===== src/rtl/fifo_drain_pkg.sv =====
// Shared state encoding and line levels for the FIFO-to-UART drain.
// FIFO_DRAIN_PARITY_EN adds an even-parity bit to every frame.
package fifo_drain_pkg;

   localparam int unsigned STATE_W = 3;
   typedef logic [STATE_W-1:0] state_t;

   localparam state_t ST_IDLE   = 3'd0;
   localparam state_t ST_POP    = 3'd1;
   localparam state_t ST_LOAD   = 3'd2;
   localparam state_t ST_START  = 3'd3;
   localparam state_t ST_DATA   = 3'd4;
   localparam state_t ST_PARITY = 3'd5;
   localparam state_t ST_STOP   = 3'd6;

   localparam int unsigned DEF_DATA_W = 4;
`ifdef FIFO_DRAIN_PARITY_EN
   localparam int unsigned FRAME_BITS = DEF_DATA_W + 3;
`else
   localparam int unsigned FRAME_BITS = DEF_DATA_W + 2;
`endif

   localparam logic IDLE_LEVEL  = 1'b1;
   localparam logic START_LEVEL = 1'b0;

endpackage


===== src/rtl/bit_tick_gen.sv =====
// Baud counter: tick_c marks the last clk of each serial bit; tick_next_c
// predicts it one cycle early so registered outputs can line up with it.
module bit_tick_gen #(
   parameter int unsigned CLKS_PER_BIT = 8
) (
   input  logic clk,
   input  logic rst_n,
   input  logic clear,
   output logic tick_c,
   output logic tick_next_c
);

   localparam int unsigned CNT_W = (CLKS_PER_BIT > 1) ? $clog2(CLKS_PER_BIT) : 1;
   localparam logic [CNT_W-1:0] LAST_CNT = CNT_W'(CLKS_PER_BIT - 1);

   logic [CNT_W-1:0] cnt_q;
   logic [CNT_W-1:0] cnt_d;

   assign tick_c      = (cnt_q == LAST_CNT);
   assign tick_next_c = (cnt_d == LAST_CNT);

   always_comb begin
      cnt_d = cnt_q + CNT_W'(1);
      if (clear || tick_c) begin
         cnt_d = '0;
      end
   end

   always_ff @(posedge clk or negedge rst_n) begin
      if (!rst_n) begin
         cnt_q <= '0;
      end else begin
         cnt_q <= cnt_d;
      end
   end

endmodule


===== src/rtl/fifo_uart_tx_drain.sv =====
// Pops FIFO entries and serializes each as start, data LSB-first, stop.
// Define FIFO_DRAIN_PARITY_EN to insert an even-parity bit after the data.
module fifo_uart_tx_drain
   import fifo_drain_pkg::*;
#(
   parameter int unsigned DATA_W       = 4,
   parameter int unsigned CLKS_PER_BIT = 8
) (
   input  logic              clk,
   input  logic              rst_n,
   input  logic              en,
   input  logic              fifo_empty,
   output logic              fifo_rd_en,
   input  logic [DATA_W-1:0] fifo_rd_data,
   output logic              tx,
   output logic              busy,
   output logic              frame_done
);

   localparam int unsigned BIT_CNT_W = (DATA_W > 1) ? $clog2(DATA_W) : 1;
   localparam logic [BIT_CNT_W-1:0] LAST_BIT = BIT_CNT_W'(DATA_W - 1);

   state_t               state_q, state_d;
   logic [DATA_W-1:0]    shift_q, shift_d;
   logic [BIT_CNT_W-1:0] bit_cnt_q, bit_cnt_d;
   logic                 tx_q, tx_d;
   logic                 rd_en_q, rd_en_d;
   logic                 busy_q, busy_d;
   logic                 done_q, done_d;
   logic                 tick_c, tick_next_c, clear_c;
`ifdef FIFO_DRAIN_PARITY_EN
   logic                 parity_q, parity_d;
`endif

   // Counter is held at zero until the frame starts, so START begins at count 0.
   assign clear_c = (state_q == ST_IDLE) || (state_q == ST_POP) || (state_q == ST_LOAD);

   bit_tick_gen #(
      .CLKS_PER_BIT (CLKS_PER_BIT)
   ) u_tick (
      .clk         (clk),
      .rst_n       (rst_n),
      .clear       (clear_c),
      .tick_c      (tick_c),
      .tick_next_c (tick_next_c)
   );

   always_comb begin
      state_d   = state_q;
      shift_d   = shift_q;
      bit_cnt_d = bit_cnt_q;
`ifdef FIFO_DRAIN_PARITY_EN
      parity_d  = parity_q;
`endif
      case (state_q)
         ST_IDLE:  if (en && !fifo_empty) state_d = ST_POP;
         ST_POP:   state_d = ST_LOAD;
         ST_LOAD: begin
            shift_d   = fifo_rd_data;
            bit_cnt_d = '0;
`ifdef FIFO_DRAIN_PARITY_EN
            parity_d  = ^fifo_rd_data;
`endif
            state_d   = ST_START;
         end
         ST_START: if (tick_c) state_d = ST_DATA;
         ST_DATA: begin
            if (tick_c) begin
               shift_d = shift_q >> 1;
               if (bit_cnt_q == LAST_BIT) begin
                  bit_cnt_d = '0;
`ifdef FIFO_DRAIN_PARITY_EN
                  state_d   = ST_PARITY;
`else
                  state_d   = ST_STOP;
`endif
               end else begin
                  bit_cnt_d = bit_cnt_q + BIT_CNT_W'(1);
               end
            end
         end
`ifdef FIFO_DRAIN_PARITY_EN
         ST_PARITY: if (tick_c) state_d = ST_STOP;
`endif
         ST_STOP:  if (tick_c) state_d = ST_IDLE;
         default:  state_d = ST_IDLE;
      endcase

      // Outputs are decoded from the next state so the registers line up with state_q.
      case (state_d)
         ST_START:  tx_d = START_LEVEL;
         ST_DATA:   tx_d = shift_d[0];
`ifdef FIFO_DRAIN_PARITY_EN
         ST_PARITY: tx_d = parity_d;
`endif
         default:   tx_d = IDLE_LEVEL;
      endcase
      rd_en_d = (state_d == ST_POP);
      busy_d  = (state_d != ST_IDLE);
      done_d  = (state_d == ST_STOP) && tick_next_c;
   end

   always_ff @(posedge clk or negedge rst_n) begin
      if (!rst_n) begin
         state_q   <= ST_IDLE;
         shift_q   <= '0;
         bit_cnt_q <= '0;
         tx_q      <= IDLE_LEVEL;
         rd_en_q   <= 1'b0;
         busy_q    <= 1'b0;
         done_q    <= 1'b0;
      end else begin
         state_q   <= state_d;
         shift_q   <= shift_d;
         bit_cnt_q <= bit_cnt_d;
         tx_q      <= tx_d;
         rd_en_q   <= rd_en_d;
         busy_q    <= busy_d;
         done_q    <= done_d;
      end
   end

`ifdef FIFO_DRAIN_PARITY_EN
   always_ff @(posedge clk or negedge rst_n) begin
      if (!rst_n) begin
         parity_q <= 1'b0;
      end else begin
         parity_q <= parity_d;
      end
   end
`endif

   assign tx         = tx_q;
   assign fifo_rd_en = rd_en_q;
   assign busy       = busy_q;
   assign frame_done = done_q;

endmodule

===== config.mk =====
export PLATFORM = sky130hd
export DESIGN_NAME = fifo_uart_tx_drain
export DESIGN_NICKNAME = d
export VERILOG_FILES = /design/src/rtl/fifo_drain_pkg.sv /design/src/rtl/bit_tick_gen.sv /design/src/rtl/fifo_uart_tx_drain.sv
export SDC_FILE = /design/constraint.sdc
export NUM_CORES = 1
export LEC_CHECK = 0
export CAP_MARGIN = 25
export CELL_PAD_IN_SITES_DETAIL_PLACEMENT = 1
export CELL_PAD_IN_SITES_GLOBAL_PLACEMENT = 1
export CORE_MARGIN = 8
export CORE_UTILIZATION = 41
export CTS_CLUSTER_DIAMETER = 120
export DETAILED_ROUTE_END_ITERATION = 16
export GPL_TIMING_DRIVEN = 1
export PLACE_DENSITY_LB_ADDON = 0.1
export REMOVE_ABC_BUFFERS = 1
export SLEW_MARGIN = 10
export SYNTH_ARGS = -nofsm -noshare
export SYNTH_HDL_FRONTEND = slang
export SYNTH_SLANG_ARGS = --single-unit

===== constraint.sdc =====
create_clock -name clk -period 2.16 [get_ports clk]
set_clock_uncertainty 0.2 [all_clocks]
set_input_delay 0.54 -clock clk [delete_from_list [all_inputs] [get_ports clk]]
set_output_delay 0.54 -clock clk [all_outputs]
set_load 0.1 [all_outputs]

==> flow_summary.ini <==
[timing]
hold_violations = 0
fmax_mhz = 507.9
slew_viol_final = 0
fin_tns_setup_ns = 0
fin_crit_ns = 1.969
slew_headroom_pct = 70.15
period_share_pct = 91.16
worst-slew-pin-transition_ns = 0.4478
rsz0062_at_grt = false
setup_violations = 0

[clock_tree]
cts_tree = done
cts.repair.resized = 0
htree_levels = 1
cts_root_buf = clkbuf_4
cts_made_buffers = 3
clock_latency_ns = 0.28
path_clk_slew_ns = 0.09
cts_setup_buffers = 0
cts.sinks = 16
clockBufferDepth = 2
hold_buffers = 0

[setup_path]
cp_common_cell = ha_1
ff2ff_setup_slack_ns = 0.19
startpoint = u_tick.cnt_q[0]
worstReg2RegStart = u_tick.cnt_q[0]
crit_type = register to register
r2r_end = shift_q[2]
crit_path_max_fanout = 8
crit_end = shift_q[2]
path_cells = ha_1 -> ha_1 -> and4bb_4 -> a21oi_2 -> a221o_1
rr_worst_depth = 5
cp.arrival_ns = 1.95
required_ns = 2.14
worstSetupStartpointType = register
cpPeakStageDelay_ns = 0.39
cp_slowest_cell = dfrtp_1
cp-end-kind = register

[synth]
synthCells = 69
yosysUniqueCellTypes = 37
synth_area_leaders = dfrtp_1, ha_1, dfstp_2, a221o_1, mux2i_1
synth_edf_count = 0
synthFlopType = dfrtp_1
yosys.area.top_type = dfrtp_1
syn_area_per_cell_sq_um = 11.84
synth_commonest_cells = dfrtp_1, ha_1, a21oi_1, nor2_1
async_flop_share_pct = 100.0
synthDominantCellAreaShare_pct = 45.94
syn_area_sq_um = 817.0
synth_warnings = 0
synth-seq-cells = 16
synth.most_common_cell = dfrtp_1
ys_seq_area_share_pct = 49.16

[flow_run]
maxCapViolCount = 0

[floorplan]
num_rows = 16
dieArea_sq_um = 3677
initial_utilization_pct = 42.51
coreArea_sq_um = 1922
die_x_um = 60.64
dieHeight_um = 60.64
ios = 12

[layout]
regArea_sq_um = 401.6
postLayoutCoreUtil_pct = 52.73
fin_nets = 94
multi_input_area_sq_um = 376.6
final_cells = 108
n_antenna_cell = 0
fillers = 211
area_growth_pct = 24.04
drive_gt1_share_pct = 18.52

[drt]
drt-total-wl_um = 1671
num_vias = 581
wire_per_inst_um = 15.47
drtAntennaViolNets = 0
drt_iter0_drc = 7
viasPerCell = 5.380
firstDrtPassIters = 4
drc = 0

[run_status]
outcome = completed

[placed_design]
portBuffers = 11
hpwl_um = 1247
gp_congestion = 0.7682
dp.cells = 104

[global_routing]
grt_pass1_vias = 607
grt_pass1_wl_um = 2870
grt.total_usage_pct = 10.54
antenna_found_initial = 0
grt_max_degree = 16
gr-total-overflow = 0

[power]
p_leak_nw = 0.4760
ir_worst_vdd_v = 0.0003272
power_density_nw_per_um2 = 511.5

[worst_hold_path]
hold_class = register to register
## layout by cell type (no fill, tap or decap), types with 2 or more instances in the layout
master / netlist / final
a21oi_1: 3 / 3
a221o_1: 2 / 2
a22o_1: 2 / 2
and2_1: 2 / 2
and3_1: 2 / 2
buf_12: 0 / 4
clkbuf_4: 0 / 3
clkdlybuf4s50_1: 0 / 7
dfrtp_1: 15 / 15
ha_1: 4 / 4
inv_1: 2 / 2
mux2i_1: 2 / 2
nand2_1: 2 / 2
nand2b_1: 2 / 2
nor2_1: 3 / 3
nor3_1: 2 / 2
or3b_1: 2 / 2
## worst min-delay path by stage
stage               depth (start not counted)             from               to
floorplan                                   0            rst_n     bit_cnt_q[0]
global placement                            1  u_tick.cnt_q[0]  u_tick.cnt_q[0]
detailed placement                          1  u_tick.cnt_q[0]  u_tick.cnt_q[0]
CTS                                         1  u_tick.cnt_q[0]  u_tick.cnt_q[0]
global route                                1            rst_n       shift_q[0]
finish                                      1  u_tick.cnt_q[0]  u_tick.cnt_q[0]
## worst max-delay path, delay by kind of cell, from the launching register on
kind	cells	cell delay [ns]
AOI/OAI and AO/OA	2	0.40
adders and majority gates	2	0.53
DFF	1	0.39
and+or+nand+nor	1	0.34
## registers in the layout (all words and copies together), names as in the netlist
register	count
shift_q	4
tx	1
busy	1
frame_done	1
fifo_rd_en	1
u_tick.cnt_q	3
bit_cnt_q	2
state_q	3
## final cells by class
| cell class | count | area share, % |
|---|---|---|
| Clock buffer | 4 | 3.580 |
| Inverter | 2 | 0.7407 |
| Multi-Input combinational cell | 47 | 37.16 |
| Sequential cell | 16 | 39.63 |
| Tap cell | 27 | 3.333 |
| Timing Repair Buffer | 12 | 15.56 |
## cells by family (layout without fill, tap and decap cells)
group                      after synthesis  in the layout  synth area share, %
and+or+nand+nor                         21             21                17.77
muxes                                    2              2                2.450
DFF                                     16             16                49.16
xor gates and xnor gates                 1              1                1.072
adders and majority gates                4              4                6.126
AOI/OAI and AO/OA                       19             19                18.68
buffers and inverters                    6             18                4.746
## metal layers
metal | up-vias | GRT usage (%) | share of wire (%)
met3 | 2 | 3.602 | 4.4
met4 | 0 | 4.983 | 0.60
met5 | - | 0 | 0
met2 | 8 | 15.99 | 48
li1 | 282 | - | -
met1 | 289 | 13.03 | 47
## where the power goes
group / internal [mW] / switching [mW]
sequential: 0.299 / 0
clock: 0.103 / 0.0957
combinational: 0.0130 / 0.00774
total: 0.415 / 0.103
## metrics by stage
step                      hold WS (ns)  instance area, sq um  power (mW)  worst slack (ns)
after floorplan                0.04441                 785.8      0.3064            0.4050
after global placement          0.2635                 977.2      0.3264            0.2511
after detailed placement        0.2816                 977.2      0.3265            0.2081
after CTS                       0.2949                  1013      0.5272            0.1868
after global routing            0.3215                  1013      0.5440           0.06907
final                           0.2899                  1013      0.5184            0.1909
Power figures use the tool's default switching activity.
